[src/rtl/align_sequencer.sv]
// align_sequencer -- exponent-alignment sequencer for a floating-point adder.
//
// Takes an operand pair (biased exponent + hidden-bit mantissa each), picks
// the larger operand, and drives the smaller mantissa to an external
// combinational right barrel shifter. The shifter result is registered one
// cycle later and presented with the larger operand on a valid/ready output.
//
// Ports
//   Clk, Rst_n            clock, asynchronous active-low reset
//   InValid / InReady     operand-pair handshake (InReady high only in IDLE)
//   ExpA, ExpB            8-bit biased exponents
//   MantA, MantB          24-bit hidden bit + fraction
//   ShMantissa, ShShifts  operand and shift count driven to the shifter
//   ShAligned             shifter result (combinational from ShMantissa/ShShifts)
//   OutValid / OutReady   result handshake
//   OutExp, OutBig        larger exponent, larger mantissa as {mant,1'b0}
//   OutAligned            smaller mantissa after alignment
//   OutSwap               B was the larger operand
//   OutZeroed             difference exceeded MaxShift; small operand flushed
module align_sequencer #(
   parameter int DataSize = 25,
   parameter int MaxShift = 24
) (
   input  logic                Clk,
   input  logic                Rst_n,
   input  logic                InValid,
   output logic                InReady,
   input  logic [7:0]          ExpA,
   input  logic [7:0]          ExpB,
   input  logic [23:0]         MantA,
   input  logic [23:0]         MantB,
   output logic [DataSize-1:0] ShMantissa,
   output logic [4:0]          ShShifts,
   input  logic [DataSize-1:0] ShAligned,
   output logic                OutValid,
   input  logic                OutReady,
   output logic [7:0]          OutExp,
   output logic [DataSize-1:0] OutBig,
   output logic [DataSize-1:0] OutAligned,
   output logic                OutSwap,
   output logic                OutZeroed
);

   typedef enum logic [1:0] {IDLE, SHIFT, DONE} state_t;

   state_t              state_q;
   logic                in_ready_q;
   logic                out_valid_q;
   logic [DataSize-1:0] sh_mant_q;
   logic [4:0]          sh_shifts_q;
   logic [7:0]          out_exp_q;
   logic [DataSize-1:0] out_big_q;
   logic [DataSize-1:0] out_aligned_q;
   logic                out_swap_q;
   logic                out_zeroed_q;

   // Operand ordering, evaluated on the live inputs and loaded on accept.
   logic                a_big;
   logic [7:0]          big_exp_d, small_exp_d, diff_d;
   logic [23:0]         big_mant_d, small_mant_d;
   logic                zeroed_d;
   logic [4:0]          shifts_d;

   always_comb begin
      a_big        = (ExpA > ExpB) || ((ExpA == ExpB) && (MantA >= MantB));
      big_exp_d    = a_big ? ExpA  : ExpB;
      small_exp_d  = a_big ? ExpB  : ExpA;
      big_mant_d   = a_big ? MantA : MantB;
      small_mant_d = a_big ? MantB : MantA;
      // big exponent is never below the small one, so this cannot wrap
      diff_d       = big_exp_d - small_exp_d;
      zeroed_d     = diff_d > 8'(MaxShift);
      shifts_d     = zeroed_d ? 5'd0 : diff_d[4:0];
   end

   always_ff @(posedge Clk or negedge Rst_n) begin
      if (!Rst_n) begin
         state_q       <= IDLE;
         in_ready_q    <= 1'b0;
         out_valid_q   <= 1'b0;
         sh_mant_q     <= '0;
         sh_shifts_q   <= '0;
         out_exp_q     <= '0;
         out_big_q     <= '0;
         out_aligned_q <= '0;
         out_swap_q    <= 1'b0;
         out_zeroed_q  <= 1'b0;
      end else begin
         case (state_q)
            IDLE: begin
               // in_ready_q is low only on the first cycle after reset release
               in_ready_q <= 1'b1;
               if (InValid && in_ready_q) begin
                  state_q      <= SHIFT;
                  in_ready_q   <= 1'b0;
                  sh_mant_q    <= DataSize'({small_mant_d, 1'b0});
                  sh_shifts_q  <= shifts_d;
                  // previous result is already consumed, so these may change now
                  out_exp_q    <= big_exp_d;
                  out_big_q    <= DataSize'({big_mant_d, 1'b0});
                  out_swap_q   <= ~a_big;
                  out_zeroed_q <= zeroed_d;
               end
            end
            SHIFT: begin
               state_q       <= DONE;
               out_valid_q   <= 1'b1;
               out_aligned_q <= out_zeroed_q ? '0 : ShAligned;
               // shifter operands are only meaningful during SHIFT
               sh_mant_q     <= '0;
               sh_shifts_q   <= '0;
            end
            DONE: begin
               if (OutReady) begin
                  state_q     <= IDLE;
                  out_valid_q <= 1'b0;
                  in_ready_q  <= 1'b1;
               end
            end
            default: begin
               state_q     <= IDLE;
               in_ready_q  <= 1'b0;
               out_valid_q <= 1'b0;
            end
         endcase
      end
   end

   assign InReady    = in_ready_q;
   assign OutValid   = out_valid_q;
   assign ShMantissa = sh_mant_q;
   assign ShShifts   = sh_shifts_q;
   assign OutExp     = out_exp_q;
   assign OutBig     = out_big_q;
   assign OutAligned = out_aligned_q;
   assign OutSwap    = out_swap_q;
   assign OutZeroed  = out_zeroed_q;

endmodule

[config.mk]
export PLATFORM = sky130hd
export DESIGN_NAME = align_sequencer
export DESIGN_NICKNAME = d
export VERILOG_FILES = /design/src/rtl/align_sequencer.sv
export SDC_FILE = /design/constraint.sdc
export NUM_CORES = 1
export LEC_CHECK = 0
export BUFFER_PORTS_ARGS = -buffer_cell sky130_fd_sc_hd__buf_2
export CAP_MARGIN = 20
export CORE_MARGIN = 5
export CORE_UTILIZATION = 30
export CTS_CLUSTER_DIAMETER = 30
export CTS_CLUSTER_SIZE = 30
export DETAILED_ROUTE_END_ITERATION = 12
export PLACE_DENSITY = 0.63
export SETUP_SLACK_MARGIN = 0.5
export SKIP_CTS_REPAIR_TIMING = 1
export SYNTH_ARGS = -nofsm -noshare
export SYNTH_HDL_FRONTEND = slang
export SYNTH_SLANG_ARGS = --single-unit
[constraint.sdc]
create_clock -name Clk -period 1.64 [get_ports Clk]
set_input_delay 0.246 -clock Clk [delete_from_list [all_inputs] [get_ports Clk]]
set_output_delay 0.246 -clock Clk [all_outputs]
set_load 0.005 [all_outputs]
[Word-level counts from Yosys, hierarchy flattened]
Cells that the tools add are included.
Cells by class
  magnitude comparators: 3
  divide/modulo/power cells: 0
  equality and inequality tests: 5
  shifts and indexed selects: 0
  multipliers: 0
  add/sub/neg operators: 1
  multiplexer cells: 18
  bitwise operators: 3
  reductions and logical operators: 10
Operator list (number)
  two-way mux 25 bit: 2
  one-hot mux 25 bit (2 select lines): 1
  two-way mux 24 bit: 2
  greater-or-equal comparator 24 bit: 1
  two-way mux 8 bit: 2
  two-way mux 5 bit: 2
  one-hot mux 5 bit (2 select lines): 1
  AND reduction 2 bit: 5
  == test 8 bit: 1
  greater-than comparator 8 x 5 -> 1 bit, second input constant: 1
  greater-than comparator 8 bit: 1
  subtractor 8 bit: 1
  one-hot mux 1 bit (3 select lines): 2
  one-hot mux 2 bit (3 select lines): 1
  two-way mux 2 bit: 2
  != test 2 bit, second input constant: 2
  two-way mux 1 bit: 3
  NOT 1 bit: 3
  == test 2 x 1 -> 1 bit, second input constant: 1
  == test 2 bit, second input constant: 1
  logical AND 1 bit: 2
  zero test 2 bit: 1
  nonzero test 2 bit: 1
  logical OR 1 bit: 1
Storage, ports and cells
  memory bits (writable): 0
  memories kept: 0
  bits in registers: 93
  input bits: 93
  word-level logic and storage cells: 50
  latch bits: 0
  output and inout port bits: 92
  memory bits (read-only): 0

[Longest topological paths before layout]
  depth in word-level cells: 9
  mapped depth: 22
  mapped depth without buffers: 18

[Least setup slack after synthesis]
Ideal clock, no wire load.
  path type: input to register
  start: input port MantB[23]
  end: register sh_shifts_q[0], in the netlist ShShifts[0]
  library setup time: 0.137 ns
  stages on the path: 21
  setup slack: -2.861 ns
  required time: 1.503 ns
  data arrival time: 4.364 ns
  path buffers: 3
  cells stage by stage: inv_1 > ha_1 > nand4_1 > nor4_1 > and2_1 > a311oi_2 > buf_6 > a21oi_1 > clkbuf_1 > buf_1 > nor2_1 > nor2_1 > ha_1 > o21ai_0 > a31oi_1 > a211o_1 > o311ai_0 > a311o_1 > or4_4 > o211ai_2 > o31ai_1
Between the ends
  cells in the longest elaborated chain, start to end: 9
  elaborated cells on any way between the ends: 10
  those cells by class: 1 x add/sub; 2 x order compare; 5 x mux; 2 x reduce/logical
Ends and longest elaborated chain
  start: declaration: line 31  | input logic [23:0] MantB,
  greater-or-equal comparator 24 bit (*): line 65  | a_big = (ExpA > ExpB) || ((ExpA == ExpB) && (MantA >= MantB));
  logical AND 1 bit (*): line 65
  logical OR 1 bit (*): line 65
  two-way mux 8 bit, on equally long branches: line 66, 67
  subtractor 8 bit (*): line 71  | diff_d = big_exp_d - small_exp_d;
  greater-than comparator 8 x 5 -> 1 bit: line 72  | zeroed_d = diff_d > 8'(MaxShift);
  two-way mux 5 bit (*): line 73  | shifts_d = zeroed_d ? 5'd0 : diff_d[4:0];
  two-way mux 5 bit (*): line 93  | if (InValid && in_ready_q) begin
  one-hot mux 5 bit (2 select lines) (*): line 89  | case (state_q)
  end signal: assignment: line 97  | sh_shifts_q <= shifts_d;
  end: declaration: line 50  | logic [4:0] sh_shifts_q;
Mark *: on every way between the ends. The rest lies on a longest branch, timed or not. The select of a mux whose other input is x is not followed.
A chain may end at the register's enable or synchronous reset.

[Worst setup path after layout]
  start: input port MantB[5]
  end: register out_zeroed_q, in the netlist OutZeroed
Between the ends
  cells in the longest elaborated chain, start to end: 6
  elaborated cells on any way between the ends: 7
  those cells by class: 1 x add/sub; 2 x order compare; 2 x mux; 2 x reduce/logical
Ends and longest elaborated chain
  greater-or-equal comparator 24 bit (*): line 65
  logical AND 1 bit (*): line 65
  logical OR 1 bit (*): line 65
  two-way mux 8 bit, on equally long branches: line 66, 67
  subtractor 8 bit (*): line 71
  greater-than comparator 8 x 5 -> 1 bit (*): line 72
  end signal: assignment: line 102  | out_zeroed_q <= zeroed_d;
  end: declaration: line 55  | logic out_zeroed_q;
Mark *: on every way between the ends. The rest lies on a longest branch, timed or not.

==> results.yml <==
timing:
  fin_ws_ps: -1887
  relSlewSlack_pct: 62.13
  hold_viol_final: 0
  rsz0062_at_grt: "yes"
  fmax_ghz: 0.2836
  layout_min_cycle_time_ps: 3527
  setup_violations: 63
  clock_skew_ps: 9.072
  slew_violations: 0
  max_slew.worst_pin.slew_ps: 568.1
  holdWs_ps: 151.3
  period_share_pct: 215.0
setup_path:
  cp-startpoint: "MantB[5]"
  start_kind: "input port"
  cpPeakStageDelay_ps: 430
  critPathTopFamily: "compound AO/OA/AOI/OAI gates"
  slowest_stage: "or4_4"
  cp.arrival_ps: 3810
  rr_startpoint: "state_q[0]"
  required_ps: 1920
  endpoint_kind: "flip-flop"
  cp_max_fo: 6
  timing.critical_path.buf_inv: 4
  cp_cell_sequence: "buf_8 -> inv_12 -> ha_4 -> nand2_2 -> or3_4 -> o221ai_4 -> a311oi_2 -> buf_4 -> a21oi_4 -> nor2_1 -> nor2_1 -> ha_2 -> buf_6 -> o21ai_2 -> a21oi_2 -> nor4_2 -> a31o_2 -> a311o_1 -> or4_4 -> o211ai_4 -> o22a_1"
  r2r_setup_slack_ps: 260
  crit_top_cell: "nor2_1"
  crit_type: "in -> reg"
status:
  outcome: "complete, but fails checks"
  violations: "negative setup slack"
hold_path:
  min-delay-start: "ShAligned[20]"
  holdCritPathClass: "in -> reg"
cts:
  clockRootBuffer: "clkbuf_16"
  tritoncts: "done"
  htreeDepth: 3
  clockBufferDepth: 2
  clock_latency_ps: 340
  numCtsBuffers: 9
  clkTransAtPathRegs_ps: 70
  clock_sinks: 92
yosys:
  ys_ff_latch: 92
  synth_warnings: 0
  netlist.area_leader.share_pct: 41.65
  synth_common_cells: "dfrtp_1 (92), o21ai_0 (90), nand2_1 (84)"
  synth_cell_type_count: 62
  synth_area_leaders: "dfrtp_1 (42%), o21ai_0 (8.1%), ha_1 (7.5%)"
  ys_seq_area_share_pct: 41.65
  synthFlopType: "dfrtp_1"
  synth.avg_cell_area_um2: 8.141
  yosysTopAreaCell: "dfrtp_1"
  syn_inst: 679
  async_flop_share_pct: 100.0
  netlist_area_um2: 5528
  synth_edf_count: 0
  synth.most_common_cell: "dfrtp_1"
global_routing:
  grt_max_degree: 111
  gr-usage-all-layers_pct: 16.16
  grt_pass1_vias: 5583
  grt_pass1_wl_um: 28540
  gr-total-overflow: 0
  antenna_found_initial: 0
finish:
  fin_cells: 1193
  syn2layout_area_growth_pct: 52.10
  n_antenna_cell: 0
  fin_nets: 1086
  drive_gt1_share_pct: 40.98
power:
  power_density_nw_per_um2: 1238
  p_leak_nw: 4.157
  ir_drop_uv: 704.2
route:
  drtPass1Iterations: 4
  postRouteAntennaNets: 0
  drt-total-wl_um: 18990
  avgRoutedWirePerCell_um: 15.92
  drc: 0
  drt_iter0_markers: 308
  viasPerCell: 4.842
  vias: 5776
place:
  port_buffers: 182
  place_inst: 1167
  place_congestion: 0.8791
  dp_hpwl_um: 13320
floorplan:
  num_io_pins: 185
  die_area_um2: 21240
  die_w_um: 145.7
  die_height_um: 145.7
  row_count: 49
  initial_utilization_pct: 30.67
  coreArea_um2: 18020
job:
  maxCapViolCount: 0
## per-stage QoR
stage / instance area, µm² / power (mW) / worst slack (ps) / setup TNS [ps] / util (%)
3_3_place_gp: 7660 / 7.871 / -2316 / -78790 / 42.50
5_1_grt: 8408 / 11.26 / -2057 / -51730 / 46.65
6_report: 8408 / 10.41 / -1887 / -45450 / 46.65
4_1_cts: 7950 / 10.12 / -2011 / -59150 / 44.11
2_1_floorplan: 5814 / 5.965 / -2265 / -44830 / -
3_5_place_dp: 7660 / 7.976 / -2385 / -82010 / 42.50
## sequential cells by signal, indices dropped and copies added (netlist names)
| signal | flops |
|---|---|
| OutAligned | 25 |
| OutBig | 24 |
| ShMantissa | 24 |
| OutExp | 8 |
| ShShifts | 5 |
| state_q | 2 |
| InReady | 1 |
| OutSwap | 1 |
| OutValid | 1 |
| OutZeroed | 1 |
## worst register-to-register path, delay by kind of cell (launching register included)
family	cells	cell delay (ps)
simple gates	3	490
flops	1	460
buf+inv	1	250
compound gates	1	70
## cells by family after synthesis
kind of cell,share of synthesized area (%)
adders and majority gates,7.470
xor gates and xnor gates,0.1585
buffers and inverters,5.862
and+or+nand+nor,21.59
muxes,0.9506
DFF,41.65
other,0.06784
AOI/OAI and AO/OA,22.25
## path summary, 6_finish.rpt
path                                       end  cells past startpoint
worst min register to register       OutExp[1]                      2
worst max-delay path                 OutZeroed                     21
min in group asynchronous        OutAligned[3]                      2
worst min-delay path            OutAligned[20]                      3
max in group asynchronous          ShShifts[2]                      3
worst max register to register  ShMantissa[24]                      5
## per-layer routing
metal / share of wire [%] / up-vias / GRT usage (%)
met5: 0 / - / 0
met4: 1.5 / 0 / 3.545
met3: 5.8 / 16 / 3.799
met2: 47 / 173 / 26.22
met1: 46 / 2673 / 22.00
li1: - / 2914 / -
## where the power goes
group	switching (mW)	internal (mW)	leakage, nW
sequential	0.532	3.19	1.19
clock	0.922	1.18	0.142
combinational	2.45	2.13	2.83
total	3.91	6.50	4.16
## layout by cell type (no fill, tap or decap), drive strengths merged, types with 2 or more instances in the layout
cell type	netlist	layout
a2111oi	2	2
a211o	4	4
a211oi	2	2
a21o	2	2
a21oi	69	69
a221oi	2	2
a311oi	2	2
a31o	2	2
a31oi	4	4
and2	5	5
and3	2	2
buf	18	308
clkbuf	24	11
clkinv	1	4
conb	1	2
dfrtp	92	92
ha	33	33
inv	38	39
mux2	2	2
mux2i	3	3
nand2	84	84
nand2b	33	33
nand3	31	31
nand4	3	3
nor2	74	74
nor2b	6	6
nor3	5	5
nor4	5	5
o211ai	2	2
o21a	4	4
o21ai	91	91
o21bai	2	2
o221ai	2	2
o31ai	5	5
or2	3	3
or3	2	2
or4	3	3
## layout make-up
| class | instances | area (µm²) |
|---|---|---|
| fillers | 1789 | 9617 |
| multi-input cells | 507 | 3252 |
| flip-flops and latches | 92 | 2305 |
| repair buffers | 311 | 2093 |
| well taps | 229 | 286.5 |
| clock buffers | 9 | 225.2 |
| inverters | 39 | 181.4 |
| clock inverters | 6 | 65.06 |
Note: power is estimated with default switching activity, not from simulation.
